===== config.mk =====
export PLATFORM = sky130hd
export DESIGN_NAME = imm_decode_stage_flat
export DESIGN_NICKNAME = d
export VERILOG_FILES = /design/src/rtl/novaedge_pkg.sv /design/src/rtl/imm_decode_stage_if.sv /design/src/rtl/imm_decode_stage_imm_unit.sv /design/src/rtl/imm_decode_stage.sv /design/src/flat_wrapper.sv
export SDC_FILE = /design/constraint.sdc
export NUM_CORES = 1
export LEC_CHECK = 0
export CORE_MARGIN = 3
export CORE_UTILIZATION = 46
export DETAILED_ROUTE_END_ITERATION = 8
export PLACE_DENSITY = 0.86
export SYNTH_ARGS = -nofsm -noshare
export SYNTH_HDL_FRONTEND = slang
export SYNTH_HIERARCHICAL = 1
export SYNTH_SLANG_ARGS = --single-unit

===== constraint.sdc =====
create_clock -name clk -period 4 [get_ports clk]
set_input_delay 0.8 -clock clk [delete_from_list [all_inputs] [get_ports clk]]
set_output_delay 0.8 -clock clk [all_outputs]
set_load 0.03 [all_outputs]

===== src/rtl/novaedge_pkg.sv =====
// Shared NovaEdge32 decode definitions: opcodes, immediate format codes,
// extractor control encodings and the decoded payload record.
package novaedge_pkg;

  localparam logic [6:0] OP_IMM    = 7'b0010011;
  localparam logic [6:0] OP_LOAD   = 7'b0000011;
  localparam logic [6:0] OP_JALR   = 7'b1100111;
  localparam logic [6:0] OP_SYSTEM = 7'b1110011;
  localparam logic [6:0] OP_STORE  = 7'b0100011;
  localparam logic [6:0] OP_BRANCH = 7'b1100011;
  localparam logic [6:0] OP_LUI    = 7'b0110111;
  localparam logic [6:0] OP_AUIPC  = 7'b0010111;
  localparam logic [6:0] OP_JAL    = 7'b1101111;
  localparam logic [6:0] OP_OP     = 7'b0110011;

  typedef enum logic [2:0] {
    IMM_NONE = 3'd0,
    IMM_I    = 3'd1,
    IMM_S    = 3'd2,
    IMM_B    = 3'd3,
    IMM_U    = 3'd4,
    IMM_J    = 3'd5
  } imm_type_t;

  // ctrl[0] picks I; otherwise ctrl[2:1] picks among U/S/J/B.
  localparam logic [2:0] CTRL_I = 3'b001;
  localparam logic [2:0] CTRL_U = 3'b000;
  localparam logic [2:0] CTRL_S = 3'b010;
  localparam logic [2:0] CTRL_J = 3'b100;
  localparam logic [2:0] CTRL_B = 3'b110;

  typedef struct packed {
    logic [31:0] pc;
    logic [31:0] imm;
    imm_type_t   imm_type;
    logic [4:0]  rd;
    logic [4:0]  rs1;
    logic [4:0]  rs2;
    logic [2:0]  funct3;
    logic        illegal;
  } decoded_t;

endpackage


===== src/rtl/imm_decode_stage_if.sv =====
// Fetch-to-decode and decode-to-execute handshake bundle for imm_decode_stage.
interface imm_decode_stage_if #(
  parameter int XLEN = 32
);
  import novaedge_pkg::*;

  logic            flush;
  logic            in_valid;
  logic            in_ready;
  logic [31:0]     in_instr;
  logic [XLEN-1:0] in_pc;
  logic            out_valid;
  logic            out_ready;
  logic [XLEN-1:0] out_pc;
  logic [XLEN-1:0] out_imm;
  imm_type_t       out_imm_type;
  logic [4:0]      out_rd;
  logic [4:0]      out_rs1;
  logic [4:0]      out_rs2;
  logic [2:0]      out_funct3;
  logic            out_illegal;

  modport master (
    output flush, in_valid, in_instr, in_pc, out_ready,
    input  in_ready, out_valid, out_pc, out_imm, out_imm_type,
           out_rd, out_rs1, out_rs2, out_funct3, out_illegal
  );

  modport slave (
    input  flush, in_valid, in_instr, in_pc, out_ready,
    output in_ready, out_valid, out_pc, out_imm, out_imm_type,
           out_rd, out_rs1, out_rs2, out_funct3, out_illegal
  );
endinterface


===== src/rtl/imm_decode_stage_imm_unit.sv =====
// Combinational immediate extractor; RESET_IMM is produced whenever en is low.
module imm_unit #(
  parameter int              XLEN      = 32,
  parameter logic [XLEN-1:0] RESET_IMM = '0
) (
  input  logic [31:7]     instr,
  input  logic [2:0]      ctrl,
  input  logic            en,
  output logic [XLEN-1:0] imm
);

  always_comb begin
    imm = RESET_IMM;
    if (en) begin
      if (ctrl[0]) begin
        imm = {{20{instr[31]}}, instr[31:20]};
      end else begin
        case (ctrl[2:1])
          2'b00:   imm = {instr[31:12], 12'b0};
          2'b01:   imm = {{20{instr[31]}}, instr[31:25], instr[11:7]};
          2'b10:   imm = {{11{instr[31]}}, instr[31], instr[19:12], instr[20],
                          instr[30:21], 1'b0};
          default: imm = {{19{instr[31]}}, instr[31], instr[7], instr[30:25],
                          instr[11:8], 1'b0};
        endcase
      end
    end
  end

endmodule


===== src/rtl/imm_decode_stage.sv =====
// Decode front end: opcode classification, immediate extraction, output register.
// Define IMM_DECODE_SKID_EN for a one-entry skid buffer with registered in_ready.
module imm_decode_stage
  import novaedge_pkg::*;
#(
  parameter int              XLEN      = 32,
  parameter logic [XLEN-1:0] RESET_IMM = '0
) (
  input logic               clk,
  input logic               rst_n,
  imm_decode_stage_if.slave bus
);

  localparam decoded_t RST_PAYLOAD = '{
    pc: '0, imm: RESET_IMM, imm_type: IMM_NONE,
    rd: '0, rs1: '0, rs2: '0, funct3: '0, illegal: 1'b0
  };

  imm_type_t   dec_type;
  logic [2:0]  dec_ctrl;
  logic        dec_en;
  logic        dec_illegal;
  logic [31:0] dec_imm;
  decoded_t    dec;
  logic        accept;
  logic        out_valid;
  decoded_t    out_q;

  always_comb begin
    dec_type    = IMM_NONE;
    dec_ctrl    = CTRL_U;
    dec_en      = 1'b0;
    dec_illegal = 1'b0;
    case (bus.in_instr[6:0])
      OP_IMM, OP_LOAD, OP_JALR, OP_SYSTEM: begin
        dec_type = IMM_I; dec_ctrl = CTRL_I; dec_en = 1'b1;
      end
      OP_STORE:        begin dec_type = IMM_S; dec_ctrl = CTRL_S; dec_en = 1'b1; end
      OP_BRANCH:       begin dec_type = IMM_B; dec_ctrl = CTRL_B; dec_en = 1'b1; end
      OP_LUI, OP_AUIPC: begin dec_type = IMM_U; dec_ctrl = CTRL_U; dec_en = 1'b1; end
      OP_JAL:          begin dec_type = IMM_J; dec_ctrl = CTRL_J; dec_en = 1'b1; end
      OP_OP:           dec_type = IMM_NONE;
      default:         dec_illegal = 1'b1;
    endcase
  end

  imm_unit #(
    .XLEN      (XLEN),
    .RESET_IMM (RESET_IMM)
  ) u_imm (
    .instr (bus.in_instr[31:7]),
    .ctrl  (dec_ctrl),
    .en    (dec_en),
    .imm   (dec_imm)
  );

  assign dec = '{
    pc: bus.in_pc, imm: dec_imm, imm_type: dec_type,
    rd: bus.in_instr[11:7], rs1: bus.in_instr[19:15], rs2: bus.in_instr[24:20],
    funct3: bus.in_instr[14:12], illegal: dec_illegal
  };

`ifdef IMM_DECODE_SKID_EN
  logic     skid_valid;
  decoded_t skid_q;

  // in_ready comes straight off the skid flop; flush only forces it high
  // because anything presented that cycle is dropped anyway.
  assign bus.in_ready = !skid_valid || bus.flush;
  assign accept       = bus.in_valid && !skid_valid;

  always_ff @(posedge clk or negedge rst_n) begin
    if (!rst_n) begin
      out_valid  <= 1'b0;
      out_q      <= RST_PAYLOAD;
      skid_valid <= 1'b0;
      skid_q     <= RST_PAYLOAD;
    end else if (bus.flush) begin
      out_valid  <= 1'b0;
      skid_valid <= 1'b0;
    end else if (!out_valid || bus.out_ready) begin
      if (skid_valid) begin
        out_q      <= skid_q;
        out_valid  <= 1'b1;
        skid_valid <= 1'b0;
      end else if (accept) begin
        out_q     <= dec;
        out_valid <= 1'b1;
      end else begin
        out_valid <= 1'b0;
      end
    end else if (accept) begin
      skid_q     <= dec;
      skid_valid <= 1'b1;
    end
  end
`else
  assign bus.in_ready = !out_valid || bus.out_ready || bus.flush;
  assign accept       = bus.in_valid && bus.in_ready;

  always_ff @(posedge clk or negedge rst_n) begin
    if (!rst_n) begin
      out_valid <= 1'b0;
      out_q     <= RST_PAYLOAD;
    end else if (bus.flush) begin
      out_valid <= 1'b0;
    end else if (accept) begin
      out_q     <= dec;
      out_valid <= 1'b1;
    end else if (bus.out_ready) begin
      out_valid <= 1'b0;
    end
  end
`endif

  assign bus.out_valid    = out_valid;
  assign bus.out_pc       = out_q.pc;
  assign bus.out_imm      = out_q.imm;
  assign bus.out_imm_type = out_q.imm_type;
  assign bus.out_rd       = out_q.rd;
  assign bus.out_rs1      = out_q.rs1;
  assign bus.out_rs2      = out_q.rs2;
  assign bus.out_funct3   = out_q.funct3;
  assign bus.out_illegal  = out_q.illegal;

endmodule

===== src/flat_wrapper.sv =====
// flat-port wrapper written by rule: the top's interface ports become plain ports
module imm_decode_stage_flat import novaedge_pkg::*;
#(
  parameter int              XLEN      = 32,
  parameter logic [XLEN-1:0] RESET_IMM = '0
)
  (clk, rst_n, bus_flush, bus_in_valid, bus_in_instr, bus_in_pc, bus_out_ready, bus_in_ready, bus_out_valid, bus_out_pc, bus_out_imm, bus_out_imm_type, bus_out_rd, bus_out_rs1, bus_out_rs2, bus_out_funct3, bus_out_illegal);
  imm_decode_stage_if #(.XLEN(XLEN)) bus_i ();
  input logic clk;
  input logic rst_n;
  input wire logic [$bits(bus_i.flush)-1:0] bus_flush;
  input wire logic [$bits(bus_i.in_valid)-1:0] bus_in_valid;
  input wire logic [$bits(bus_i.in_instr)-1:0] bus_in_instr;
  input wire logic [$bits(bus_i.in_pc)-1:0] bus_in_pc;
  input wire logic [$bits(bus_i.out_ready)-1:0] bus_out_ready;
  output wire logic [$bits(bus_i.in_ready)-1:0] bus_in_ready;
  output wire logic [$bits(bus_i.out_valid)-1:0] bus_out_valid;
  output wire logic [$bits(bus_i.out_pc)-1:0] bus_out_pc;
  output wire logic [$bits(bus_i.out_imm)-1:0] bus_out_imm;
  output wire logic [$bits(bus_i.out_imm_type)-1:0] bus_out_imm_type;
  output wire logic [$bits(bus_i.out_rd)-1:0] bus_out_rd;
  output wire logic [$bits(bus_i.out_rs1)-1:0] bus_out_rs1;
  output wire logic [$bits(bus_i.out_rs2)-1:0] bus_out_rs2;
  output wire logic [$bits(bus_i.out_funct3)-1:0] bus_out_funct3;
  output wire logic [$bits(bus_i.out_illegal)-1:0] bus_out_illegal;
  assign bus_i.flush = bus_flush;
  assign bus_i.in_valid = bus_in_valid;
  assign bus_i.in_instr = bus_in_instr;
  assign bus_i.in_pc = bus_in_pc;
  assign bus_i.out_ready = bus_out_ready;
  assign bus_in_ready = bus_i.in_ready;
  assign bus_out_valid = bus_i.out_valid;
  assign bus_out_pc = bus_i.out_pc;
  assign bus_out_imm = bus_i.out_imm;
  assign bus_out_imm_type = bus_i.out_imm_type;
  assign bus_out_rd = bus_i.out_rd;
  assign bus_out_rs1 = bus_i.out_rs1;
  assign bus_out_rs2 = bus_i.out_rs2;
  assign bus_out_funct3 = bus_i.out_funct3;
  assign bus_out_illegal = bus_i.out_illegal;
  imm_decode_stage #(.XLEN(XLEN), .RESET_IMM(RESET_IMM)) u_core (.clk(clk), .rst_n(rst_n), .bus(bus_i));
endmodule

==> out/summary.log, run 1 <==
INFO  yosys          synth_fa_ha_area_share=0%
INFO  final_layout   layout.nets=502
INFO  cts            worst_setup_hold_path_clk_slew=80ps
INFO  worst_setup_path cp_data_arrival_time=3320ps
INFO  sta            setup_tns=0ps
INFO  worst_setup_path critical-path-top-delay-family=compound AO/OA/AOI/OAI gates
INFO  yosys          synth_compound_area_share=7.21%
INFO  yosys          synth-seq-cells=87
INFO  die            die-width=97.3um
INFO  final_layout   diodes=0
INFO  routing        drc=0
INFO  yosys          synth_net_count=348
INFO  grt            number_of_global_route_vias_before_repair=3,037
INFO  die            die-height=97.3um
INFO  status         status=finished, final reports clean
INFO  yosys          synth_cell_type_count=37
INFO  final_layout   nFillCells=564
INFO  routing        wl=9.39mm
INFO  yosys          synth_cells=279
INFO  final_layout   finalInstanceArea=5650um2
INFO  sta            final.period_utilization=76.1%
INFO  power_and_ir_drop power.share.sequential=43.7%
INFO  worst_setup_path critPathMaxFanout=18
INFO  final_layout   post_route_cells_drive_above_1_share=23.4%
INFO  yosys          synth_area_per_cell=13.8um2
INFO  die            design.portCount=157
INFO  worst_setup_path timing.critical_path.to_type=register
INFO  yosys          synth_enable_flop_cells=0
INFO  final_layout   layout-area-overhead-vs-synth=47.1%
INFO  power_and_ir_drop swShare=29.4%
INFO  grt            gr-usage-all-layers=20.5%
INFO  worst_setup_path ff2ff_setup_slack=2090ps
INFO  worst_setup_path worst_r2r_endpoint=u_core/bus.out_pc[9]
INFO  worst_setup_path crit_buf_inv=2
INFO  die            initial_utilization=48.4%
INFO  cts            cts_max_level=3
INFO  cts            cts-resized-gates=0
INFO  final_layout   multi_input_area=1520um2
INFO  worst_setup_path critical_path.slowest_cell=or3_1
INFO  routing        wl_per_cell=17.5um
INFO  power_and_ir_drop pwr-share-comb=28.5%
INFO  power_and_ir_drop cell_internal_pwr=0.00166W
INFO  sta            tightest_slew=1080ps
INFO  place          place_area=5440um2
INFO  sta            fin_crit=3050ps
INFO  yosys          async_reset_ff_share=100%
INFO  die            num_rows=32
INFO  power_and_ir_drop leakage_dissipation=2.39nW
INFO  worst_setup_path timing.setup.critical_path_class=input port to register
INFO  sta            relSlewSlack=27.9%
INFO  cts            cts_tree=built
INFO  final_layout   final_cell_count_no_fill=538
INFO  die            core-area=7930um2
INFO  cts            clock_tree.buffer_depth=2
INFO  worst_setup_path worst_r2r_start=u_core/bus.out_valid
INFO  hold_path      hold_path_depth=1
INFO  cts            cts_post_setup_buffers_inserted=0
INFO  routing        detailedRoute.firstPassIterationCount=4
INFO  grt            grt_max_degree=88
INFO  sta            total_count_of_hold_check_failures_in_the_final_report=0
INFO  worst_setup_path worst_endpoint_required_time=4280ps
INFO  final_layout   post-route-util=71.2%
INFO  place          post-place-cells=524
INFO  grt            grt_antenna_before_repair=0
INFO  yosys          muxShareOfSynthArea=24.6%
INFO  yosys          synth.yosys.seq_area_share=56.7%
INFO  power_and_ir_drop vdd_ir_drop_max=0.279mV
INFO  yosys          synth_warnings=6
INFO  routing        antenna_violating_nets_post_route=0
INFO  power_and_ir_drop powerDensity=418nW/um2
INFO  cts            cts_made_buffers=9
INFO  place          gp_congestion=0.773
INFO  power_and_ir_drop p_total=0.00236W
INFO  yosys          synth-simple-area-share=7.27%
INFO  routing        detailedRoute.firstIterationViolations=129
INFO  worst_setup_path critPathLaunchType=input port
INFO  sta            finalMaxSlewViolations=0
INFO  worst_setup_path timing.reg2reg.worst_path_depth=3
INFO  yosys          netlist_area=3840um2
INFO  cts            cts.hold.buffers_added=0
INFO  sta            unrepaired_setup_endpoints_after_global_routing=no
INFO  yosys          synth_top_family_by_area=multiplexers
INFO  hold_path      hold_start=u_core/bus.out_pc[5]
INFO  worst_setup_path critPathMaxStageDelay=580ps
INFO  sta            setup_viol_count_final=0
INFO  power_and_ir_drop clockPowerShare=27.9%
INFO  worst_setup_path critical_path.cell_chain=clkdlybuf4s50_1 -> xor2_1 -> a31oi_1 -> nor3_1 -> buf_4 -> or3_1 -> a21boi_4 -> o21a_1 -> mux2_2
INFO  yosys          synth-main-ff-cell=dfrtp_1
INFO  routing        total_number_of_vias=2,818
INFO  cts            worst_skew_pair.late_latency=350ps
INFO  hold_path      worstHoldEndpoint=u_core/bus.out_pc[5]
INFO  grt            grt_first_pass_wirelength=15.7mm
INFO  final_layout   sequential_cell_area=2180um2
INFO  cts            root_buffer_selected_by_cts=clkbuf_8
INFO  place          detailedPlacementHpwl=6.62mm
INFO  sta            clock_skew=7.92ps
INFO  hold_path      hp-class=register to register
INFO  job            maxCapViolCount=0
INFO  yosys          yosys.area_share.xor_xnor=0.456%
INFO  power_and_ir_drop total_switching_power=0.000693W
INFO  place          count_of_input_and_output_buffers=156
INFO  routing        vias_per_cell=5.24
INFO  grt            global_route.overflow_total=0
INFO  cts            tritoncts_num_sinks=87
INFO  sta            peak_freq=0.328GHz
INFO  die            design.die.area=9470um2
## stage by stage
step	worst slack, ps	hold slack (ps)
floorplan	1420	504
finish	954	492
CTS	1010	497
detailed placement	652	477
global route	836	513
global placement	736	468
## worst reg2reg max path, stage by stage (launching register included)
cell and delay, ps:
dfrtp_1 420, a21oi_4 530, buf_12 410, mux2_2 430
## worst max-delay path by stage
stage                    startpoint                     end  slack (ps)  cells after the start
finish              bus_in_instr[2]  u_core/bus.out_imm[20]         950                      9
detailed placement  bus_in_instr[2]  u_core/bus.out_imm[20]         650                      9
floorplan           bus_in_instr[2]  u_core/bus.out_imm[21]        1420                     10
CTS                 bus_in_instr[2]  u_core/bus.out_imm[20]        1010                      9
global placement    bus_in_instr[2]  u_core/bus.out_imm[20]         740                      9
global route        bus_in_instr[2]  u_core/bus.out_imm[20]         840                      9
## cells by family (layout without fill, tap and decap cells)
family                 after synthesis  count (layout)
AO/OA/AOI/OAI                       39              39
XOR/XNOR                             2               2
buffers and inverters               20             177
flip-flops                          87              87
multiplexers                        84              84
AND/OR/NAND/NOR                     47              47
## state kept, by name (all words and copies together), names as in the netlist
name	cells
u_core/bus.out_imm	32
u_core/bus.out_pc	32
u_core/bus.out_rd	5
u_core/bus.out_rs1	5
u_core/bus.out_rs2	5
u_core/bus.out_funct3	3
u_core/bus.out_imm_type	3
u_core/bus.out_illegal	1
u_core/bus.out_valid	1
## layout by cell type, fill, tap and decap left out, types with 2 or more instances in the layout
master             n
nand2_1           10
mux2_2            79
a21oi_1           10
and3_1             7
mux2_1             5
nand3_1            2
bufinv_16          2
buf_4              3
o22ai_1            5
dfrtp_1           87
a31oi_1            3
and2_1             2
clkdlybuf4s50_1  155
o21a_1            12
clkbuf_8          10
nand2b_1           2
nand3b_1           2
nor2_1             4
nor3_1             2
nor2b_1            9
a211oi_1           2
inv_1              4
## power groups by stage
stage                     clock network (W)  registers [W]  logic [W]
final                              0.000657        0.00103   0.000672
after global routing               0.000716        0.00104   0.000705
after CTS                          0.000678        0.00103   0.000679
after detailed placement                  0        0.00105   0.000677
after global placement                    0        0.00104   0.000668
after floorplan                           0        0.00125   0.000149
## routing by layer
layer | share of wire (%) | track usage, %
met1 | 43 | 26.0
met2 | 49 | 33.7
met3 | 7.3 | 6.82
met4 | 0.95 | 5.86
met5 | 0 | 0
## synth_stat cells (2+ instances only)
library cell / number / share of area, %
and2_1: 2 / 0.33
nand2b_1: 2 / 0.33
a31oi_1: 3 / 0.49
nand2_1: 10 / 0.98
dfrtp_1: 87 / 57
buf_4: 7 / 1.4
o22ai_1: 5 / 0.82
nor2_1: 4 / 0.39
inv_1: 4 / 0.39
o21a_1: 12 / 2.3
clkbuf_1: 2 / 0.20
nor3_1: 2 / 0.26
mux2_2: 79 / 23
buf_6: 5 / 1.5
and3_1: 7 / 1.1
nor2b_1: 9 / 1.5
buf_2: 2 / 0.26
nand3b_1: 2 / 0.39
a211oi_1: 2 / 0.39
nand3_1: 2 / 0.26
mux2_1: 5 / 1.5
a21oi_1: 11 / 1.4
## area by class of cell
type	instances	share of cell area [%]
Sequential cell	87	38.6
Timing Repair Buffer	159	28.2
Multi-Input combinational cell	172	27.0
Clock buffer	11	2.50
Tap cell	102	2.26
Clock inverter	3	1.22
Inverter	4	0.266
Power figures use the tool's default switching activity.
==> inputs of run 2 (changes only) <==
- CORE_UTILIZATION: 46 -> 39
- PLACE_DENSITY: 0.86 -> 0.78
- clock period: 4 -> 2.6 ns (I/O delays scaled with it)
==> run 2 against run 1 <==
Flip-flop and latch count stayed put. Sequential power is 53% higher. Design area is 2.9% higher. Utilization is 9.5 points lower. Global-route usage is 3.2 points lower. Total power is 51% higher. Critical path type is now input port to primary output. Largest cell class unchanged. Highest routed layer unchanged.
==> out/summary.log, run 2 (same netlist as run 1, synthesis figures left out) <==
INFO  cts            root_buffer_selected_by_cts=clkbuf_8 [unchanged]
INFO  place          place_area=5620um2 [was 5440 um2]
INFO  grt            grt_first_pass_wirelength=15.3mm [was 15.7 mm]
INFO  place          detailedPlacementHpwl=7.10mm [was 6.62 mm]
INFO  routing        wl=9.48mm [was 9.39 mm]
INFO  final_layout   layout.cells.most_common=clkdlybuf4s50_1 [unchanged]
INFO  sta            tightest_slew=597ps [was 1080 ps]
INFO  routing        wl_per_cell=16.3um [was 17.5 um]
INFO  worst_setup_path worst_r2r_start=u_core/bus.out_valid [unchanged]
INFO  power_and_ir_drop p_total=0.00355W [was 0.00236 W]
INFO  cts            cts_max_level=3 [unchanged]
INFO  cts            cts-resized-gates=0 [unchanged]
INFO  routing        vias_per_cell=4.92 [was 5.24]
INFO  cts            worst_skew_pair.late_latency=350ps [about the same]
INFO  grt            grt_max_degree=61 [was 88]
INFO  grt            number_of_global_route_vias_before_repair=2,981 [was 3,037]
INFO  die            die-height=105um [was 97.3 um]
INFO  sta            total_count_of_hold_check_failures_in_the_final_report=0 [unchanged]
INFO  final_layout   final_cell_count_no_fill=583 [was 538]
INFO  power_and_ir_drop leakage_dissipation=2.48nW [was 2.39 nW]
INFO  hold_path      hp-class=input port to asynchronous set/reset pin [was register to register]
INFO  cts            tritoncts_num_sinks=87 [unchanged]
INFO  place          gp_congestion=0.749 [was 0.773]
INFO  final_layout   top_library_cells_by_usage_in_the_layout_fill_and_taps_aside=clkdlybuf4s50_1, dfrtp_1, mux2_2 [unchanged]
INFO  sta            unrepaired_setup_endpoints_after_global_routing=no [unchanged]
INFO  place          count_of_input_and_output_buffers=156 [unchanged]
INFO  routing        drc=0 [unchanged]
INFO  grt            gr-usage-all-layers=17.3% [was 20.5%]
INFO  worst_setup_path timing.critical_path.from=bus_out_ready [was bus_in_instr[2]]
INFO  final_layout   post-route-util=61.7% [was 71.2%]
INFO  worst_setup_path timing.setup.critical_path_class=input port to primary output [was input port to register]
INFO  power_and_ir_drop powerDensity=611nW/um2 [was 418 nW/um2]
INFO  die            initial_utilization=40.8% [was 48.4%]
INFO  sta            final.period_utilization=90.9%
INFO  routing        detailedRoute.firstPassIterationCount=4 [unchanged]
INFO  worst_setup_path cp_data_arrival_time=1840ps [was 3320 ps]
INFO  worst_setup_path critPathLaunchType=input port [unchanged]
INFO  sta            finalMaxSlewViolations=0 [unchanged]
INFO  sta            setup_viol_count_final=0 [unchanged]
INFO  routing        antenna_violating_nets_post_route=0 [unchanged]
INFO  routing        detailedRoute.firstIterationViolations=107 [was 129]
INFO  power_and_ir_drop vdd_ir_drop_max=0.381mV [was 0.279 mV]
INFO  grt            grt_antenna_before_repair=0 [unchanged]
INFO  worst_setup_path critPathMaxFanout=2 [was 18]
INFO  worst_setup_path timing.critical_path.to_type=primary output [was register]
INFO  die            die-width=105um [was 97.3 um]
INFO  sta            relSlewSlack=60.2% [was 27.9%]
INFO  place          post-place-cells=568 [was 524]
INFO  cts            clock_tree.buffer_depth=2 [unchanged]
INFO  sta            fin_crit=2360ps
INFO  status         status=finished, final reports clean [unchanged]
INFO  final_layout   finalInstanceArea=5810um2 [was 5650 um2]
INFO  job            maxCapViolCount=0 [unchanged]
INFO  final_layout   layout.nets=519 [was 502]
INFO  cts            cts_tree=built [unchanged]
INFO  worst_setup_path worst_endpoint_required_time=2080ps [was 4280 ps]
INFO  final_layout   diodes=0 [unchanged]
INFO  sta            clock_skew=8.01ps [was 7.92 ps]
INFO  die            core-area=9420um2 [was 7930 um2]
INFO  cts            cts_post_setup_buffers_inserted=0 [unchanged]
INFO  cts            cts.hold.buffers_added=0 [unchanged]
INFO  cts            cts_made_buffers=9 [unchanged]
INFO  grt            global_route.overflow_total=0 [unchanged]
INFO  cts            worst_setup_hold_path_clk_slew=80ps [about the same]
INFO  sta            finalHoldWorstSlack=169ps [was 492 ps]
INFO  routing        total_number_of_vias=2,868 [was 2,818]
INFO  final_layout   post_route_cells_drive_above_1_share=26.2% [was 23.4%]
INFO  die            design.die.area=11,100um2 [was 9470 um2]
INFO  sta            peak_freq=0.423GHz
INFO  die            design.portCount=157 [unchanged]
INFO  final_layout   layout-area-overhead-vs-synth=51.5% [was 47.1%]
INFO  die            num_rows=35 [was 32]
## run 2: cell count changes in the layout (fill, tap and decap cells not counted)
cell,before,now
buf_4,3,18
clkinv_2,0,1
clkbuf_1,1,2
bufinv_16,2,1
buf_12,1,3
## run 2: layout make-up
cell class,instances,area [um2]
clock buffer,12,145
clock inverter,3,43.8
fill,771,3600
inverter,4,15.0
multi-input combinational,172,1520
sequential,87,2180
tap,129,161
timing repair buffer,176,1750
## run 2: metrics by stage
stage	setup TNS [ps]	setup slack [ps]
global route	0	163
floorplan	0	302
finish	0	237
detailed placement	-1010	-73.6
CTS	0	220
global placement	-819	-56.1
## run 2: worst paths after layout
| path | end | cells past startpoint | slack (ps) |
|---|---|---|---|
| max in group asynchronous | u_core/bus.out_pc[19] | 2 | 1780 |
| max reg2reg | u_core/bus.out_funct3[0] | 3 | 1090 |
| max | bus_in_ready | 4 | 240 |
| min reg2reg | u_core/bus.out_pc[2] | 1 | 490 |
| min in group clk | u_core/bus.out_pc[2] | 1 | 490 |
| min | u_core/bus.out_pc[4] | 1 | 170 |
## run 2: where the power goes
part	internal, W	switching [W]	total, W
sequential	0.00151	0.0000769	0.00158
combinational	0.000512	0.000541	0.00105
clock	0.000467	0.000452	0.000918
total	0.00248	0.00107	0.00355
## run 2: worst max-delay path, cell delays in order
cell and delay (ps):
clkdlybuf4s50_1 460, inv_1 70, nand3b_1 110, clkdlybuf4s50_1 680
## run 2: routing by layer
layer  up-vias  track usage (%)  share of wire [%]  wire length, um
met5         -                0                  0                0
met4         0             6.56                1.6              147
met3        12             5.19                6.9              653
met2       106             28.2                 49             4630
met1      1413             21.5                 43             4050
li1       1337                -                  -                -
==> inputs of run 3 (changes only) <==
- GPL_TIMING_DRIVEN: unset -> 1
==> results of run 3 <==
No change in the layout: final DEF, timing and power equal those of run 2.
